==> config.mk <==
export PLATFORM = sky130hd
export DESIGN_NAME = register_file
export DESIGN_NICKNAME = d
export VERILOG_FILES = /design/src/rtl/register_file.sv
export SDC_FILE = /design/constraint.sdc
export NUM_CORES = 1
export LEC_CHECK = 0
export BUFFER_PORTS_ARGS = -buffer_cell sky130_fd_sc_hd__buf_2
export CELL_PAD_IN_SITES_DETAIL_PLACEMENT = 0
export CELL_PAD_IN_SITES_GLOBAL_PLACEMENT = 1
export CORE_MARGIN = 3
export CORE_UTILIZATION = 40
export DETAILED_ROUTE_END_ITERATION = 12
export GPL_ROUTABILITY_DRIVEN = 1
export PLACE_DENSITY_LB_ADDON = 0.1
export SYNTH_ARGS = -nofsm -noshare
export SYNTH_HDL_FRONTEND = slang
export SYNTH_SLANG_ARGS = --single-unit
==> constraint.sdc <==
create_clock -name clk -period 3.3 [get_ports clk]
set_input_delay 0.165 -clock clk [delete_from_list [all_inputs] [get_ports clk]]
set_output_delay 0.165 -clock clk [all_outputs]
set_load 0.02 [all_outputs]
==> src/rtl/register_file.sv <==
// register_file: 2**SEL_W x DATA_W regs; clk, reset (sync, high), replaceData/replaceSel write every edge, A_sel/B_sel -> A/B combinational reads
module register_file #(
  parameter int DATA_W = 8,
  parameter int SEL_W  = 4
) (
  input  logic              clk,
  input  logic              reset,
  input  logic [DATA_W-1:0] replaceData,
  input  logic [SEL_W-1:0]  replaceSel,
  input  logic [SEL_W-1:0]  A_sel,
  input  logic [SEL_W-1:0]  B_sel,
  output logic [DATA_W-1:0] A,
  output logic [DATA_W-1:0] B
);
  logic [DATA_W-1:0] r [2**SEL_W];
  always_ff @(posedge clk)
    if (reset) for (int i = 0; i < 2**SEL_W; i++) r[i] <= '0;
    else r[replaceSel] <= replaceData;
  assign A = r[A_sel];
  assign B = r[B_sel];
endmodule

After elaboration in Yosys (flattened, before gate mapping)
Memories as Yosys holds them, arrays and structs flattened.
Cells that the tools add are included.

storage, ports and cells
  register bits = 0
  bits in writable memories = 128
  input port bits = 22
  output and inout bits = 16
  logic and storage cells = 8
  memories = 1

memory list
  memory  words  bits a word  read ports  clocked after memory_dff  wr ports  line  text
  r       16     8            2           0                         16        15    logic [DATA_W-1:0] r [2**SEL_W];

cells by class
  muxes and demuxes = 6
  reductions and logical operators = 1

operators with widths
  operator          number
  $mux W8           1
  $reduce_or A8 Y1  1
  $mux W1           4
  $mux W4           1

Longest topological paths before layout
  depth after elaboration = 3
  gate-level depth with buffers = 5
  depth with buffers taken out = 3

Worst setup path before layout
Ideal clock, no wire load.

  path kind = input-to-output
  start point = input port A_sel[0]
  end point = output port A[4]
  data arrival time = 1,294 ps
  required time = 3,135 ps
  path slack = 1,841 ps
  cell stages on the path = 5
  buffers on the path = 2
  cells stage by stage = buf_6 > buf_6 > mux4_1 > a22oi_1 > nand2_1

between the ends
  word-level cells in the longest chain between the ends = 1

ends and longest elaborated chain
  element         line  text
  from (decl)     10    input logic [SEL_W-1:0] A_sel,
  $mem_v2 Z16 W8  n/a
  to (decl)       12    output logic [DATA_W-1:0] A,

No other way between the ends.

Final worst setup path
  start point = input port A_sel[0]
  end point = output port A[1]

The elaborated chain is that of the path after synthesis.

==> Implementation_results.wiki <==
{| class="wikitable"
! Metric !! Value
|-
| # Max-Cap Violations || 0
|-
| Startpoint Class || input port
|-
| Clock net sink count || 128
|-
| Number of different library cells in the post-synthesis netlist || 24
|-
| Maximum frequency from static timing analysis || 441 MHz
|-
| Largest register FFs || 128
|-
| Gp weighted congestion || 0.852
|-
| Port bufs || 37
|-
| Number of buffers created by CTS || 17
|-
| Yosys top cell area share || 0.546
|-
| Number of cells upsized or downsized after cts || 0
|-
| DRC marker count from the first detailed-route iteration || 334
|-
| Transition at the pin with the smallest max-transition slack || 1020 ps
|-
| YS warnings || 0
|-
| Number of inserted filler cells in the final layout || 1495
|-
| Worst hold path startpoint || replaceData[4]
|-
| Final slew viol count || 0
|-
| Detailed placer's ending HPWL || 13300 um
|-
| Crit-path cells || buf_2, buf_12, mux4_1, a22oi_1, nand2_1, buf_2
|-
| Via count of the routed design || 4134
|-
| Fin area || 7900 um^2
|-
| Top post-synthesis cells by area || sky130_fd_sc_hd__edfxtp_1 (55%), sky130_fd_sc_hd__and2_1 (12%), sky130_fd_sc_hd__mux4_2 (11%)
|-
| Clock share of power || 0.427
|-
| Proportion of layout cells with a drive suffix above 1 || 0.224
|-
| Yosys top cell by area || sky130_fd_sc_hd__edfxtp_1
|-
| Clock Tree Root || sky130_fd_sc_hd__clkbuf_16
|-
| Internal power || 0.00329 W
|-
| Drt via density || 5.78
|-
| Initial core utilization || 0.417
|-
| Number of setup violations in the final report || 0
|-
| Family of cells with the greatest summed delay on the critical path || buffers and inverters
|-
| Most flop-heavy register || r
|-
| Average wire per cell in the routed design || 27.0 um
|-
| Remaining Overflow, GRT || 0
|-
| Flops & latches, synth || 128
|-
| Total number of placement rows || 47
|-
| Largest registers || r x128
|-
| Combinational share of power || 0.121
|-
| Die area || 19200 um^2
|-
| Power dissipated by switching net loads || 0.00102 W
|-
| Number of post-CTS setup repair buffers || 0
|-
| Worst vdd ir || 353 uV
|-
| Wire length of the first global-routing pass || 28400 um
|-
| Number of buffers on the longest clock path || 2
|-
| Critical path buffer and inverter count || 3
|-
| Maximum fanout along the worst path || 22
|-
| Power density over the cells || 546 nW/um^2
|-
| Area of the mapped netlist || 7040 um^2
|-
| Portion of the post-synthesis area used by sequential elements || 0.546
|-
| Antenna-violating nets left || 0
|-
| Hold Path Sink || r[1][4]
|-
| Maximum number of pins on one net before global-route repair || 26
|-
| Sequential fraction of design power || 0.452
|-
| Floorplan die height || 139 um
|-
| CTS HTree Levels || 4
|-
| Leakage power of the design || 2.88 nW
|-
| Min-delay worst type || in -> reg
|-
| Reg clk slew, reported paths || 60 ps
|-
| Number of instances in the synthesized netlist || 455
|-
| Worst endpoint required time || 3130 ps
|-
| DP Area || 7330 um^2
|-
| Dominant cell type by count on the critical path || sky130_fd_sc_hd__buf_2
|-
| Sort of element at the end of the critical path || primary output
|-
| Antenna fix cells || 0
|-
| Fraction of the cycle the final worst path needs || 0.687
|-
| Count of cells along the worst hold path || 2
|-
| Number of global-route vias before repair || 4326
|-
| Core area || 16900 um^2
|-
| Number of antenna violations at the first check in global routing || 0
|-
| TritonCTS clock tree || done
|-
| Number of DRC violations after detailed routing || 0
|-
| Post-synthesis net count || 477
|-
| Average cell area after synthesis || 15.5 um^2
|-
| Sum of negative setup slack || 0 ps
|-
| Final Hold Viols || 0
|-
| Total global routing track utilization || 0.207
|-
| Worst setup path category || in -> out
|-
| Die X-Extent || 139 um
|-
| Crit-path max cell delay || 600 ps
|-
| Run status || complete, no violations
|-
| Arrival time at the worst endpoint || 2100 ps
|-
| I/O pin total || 38
|-
| WL final || 19300 um
|-
| Worst rel slew slack || 0.316
|-
| First-pass DRT Iterations || 4
|-
| Area added between synthesis and finish || 12.3%
|-
| Crit path max-delay cell type || sky130_fd_sc_hd__mux4_1
|-
| Time the final worst path needs with I/O delays and setup || 2270 ps
|-
| Nets@finish || 506
|-
| Net switching share of the total power || 0.238
|-
| Hold-fix buffers, CTS || 0
|-
| Setup repair after global routing missed its margin || false
|-
| Worst hold margin || 284 ps
|}
[area by class of cell]
| cell class | instances | area (um^2) | share of cell area |
|---|---|---|---|
| clock inverters | 11 | 143 | 0.0180 |
| repair buffers | 42 | 235 | 0.0298 |
| multi-input cells | 295 | 2970 | 0.376 |
| well taps | 220 | 275 | 0.0348 |
| clock buffers | 19 | 433 | 0.0548 |
| flip-flops and latches | 128 | 3840 | 0.486 |
[logic make-up (layout without fill, tap and decap cells)]
kind of cell,after synthesis,in the layout,share of synthesized area
compound gates,48,48,0.0518
buf+inv,32,72,0.0309
flops,128,128,0.546
mux,64,64,0.221
simple gates,183,183,0.150
[worst max path at each step]
stage                     startpoint  cells past startpoint    to  slack (ps)
after floorplan             A_sel[0]                      5  A[4]        1840
after global placement      B_sel[0]                      6  B[3]        1010
after detailed placement    B_sel[0]                      6  B[3]        1010
after CTS                   B_sel[0]                      6  B[3]        1010
after global routing        A_sel[0]                      6  A[1]         890
final                       A_sel[0]                      6  A[1]        1030
[metal layers]
metal	vias to the layer above	part of all wire	track usage
met2	100	0.52	0.352
met5	-	0	0
met1	2157	0.42	0.265
li1	1848	-	-
met4	0	0.026	0.0814
met3	29	0.037	0.0386
[synthesized netlist by cell type]
master,instances
sky130_fd_sc_hd__a31o_2,3
sky130_fd_sc_hd__nand3b_1,1
sky130_fd_sc_hd__buf_6,6
sky130_fd_sc_hd__edfxtp_1,128
sky130_fd_sc_hd__or2_1,1
sky130_fd_sc_hd__a22oi_1,32
sky130_fd_sc_hd__buf_2,6
sky130_fd_sc_hd__or3_1,1
sky130_fd_sc_hd__buf_1,2
sky130_fd_sc_hd__clkbuf_1,10
sky130_fd_sc_hd__or3b_2,2
sky130_fd_sc_hd__a21o_1,9
sky130_fd_sc_hd__o21bai_1,4
sky130_fd_sc_hd__and2b_1,2
sky130_fd_sc_hd__mux4_2,34
sky130_fd_sc_hd__and2_1,130
sky130_fd_sc_hd__clkdlybuf4s25_2,6
sky130_fd_sc_hd__mux4_1,28
sky130_fd_sc_hd__buf_4,2
sky130_fd_sc_hd__nand2_1,18
sky130_fd_sc_hd__mux4_4,2
sky130_fd_sc_hd__nor2b_1,6
sky130_fd_sc_hd__nor2_1,20
sky130_fd_sc_hd__nand2b_1,2
[power by group through the flow]
| stage | Sequential (W) | Combinational (W) | Clock (W) |
|---|---|---|---|
| floorplan | 0.00196 | 0.000352 | 0 |
| global placement | 0.00198 | 0.000526 | 0 |
| detailed placement | 0.00198 | 0.000529 | 0 |
| CTS | 0.00195 | 0.000530 | 0.00186 |
| global route | 0.00196 | 0.000550 | 0.00196 |
| finish | 0.00195 | 0.000521 | 0.00184 |
[cell usage in the layout (no fill, tap or decap)]
master	instances
sky130_fd_sc_hd__a22oi_1	32
sky130_fd_sc_hd__buf_2	37
sky130_fd_sc_hd__mux4_4	2
sky130_fd_sc_hd__nand2_1	18
sky130_fd_sc_hd__buf_4	4
sky130_fd_sc_hd__clkinv_2	3
sky130_fd_sc_hd__nand3b_1	1
sky130_fd_sc_hd__o21bai_1	4
sky130_fd_sc_hd__edfxtp_1	128
sky130_fd_sc_hd__clkbuf_1	2
sky130_fd_sc_hd__mux4_1	28
sky130_fd_sc_hd__and2b_1	2
sky130_fd_sc_hd__buf_12	1
sky130_fd_sc_hd__a31o_2	3
sky130_fd_sc_hd__clkinvlp_4	5
sky130_fd_sc_hd__or3_1	1
sky130_fd_sc_hd__nand2b_1	2
sky130_fd_sc_hd__and2_1	130
sky130_fd_sc_hd__or3b_2	2
sky130_fd_sc_hd__clkbuf_16	17
sky130_fd_sc_hd__a21o_1	9
sky130_fd_sc_hd__or2_1	1
sky130_fd_sc_hd__nor2_1	20
sky130_fd_sc_hd__mux4_2	34
sky130_fd_sc_hd__nor2b_1	6
sky130_fd_sc_hd__bufinv_16	3
[per-stage QoR]
step	setup WS (ps)	cells	power [W]	util
2_1_floorplan	1840	455	0.00231	-
3_3_place_gp	1010	685	0.00251	0.434
3_5_place_dp	1010	685	0.00251	0.434
4_1_cts	1010	715	0.00434	0.468
5_1_grt	894	715	0.00448	0.468
6_report	1030	715	0.00431	0.468
Note: power is estimated with default switching activity, not from simulation.
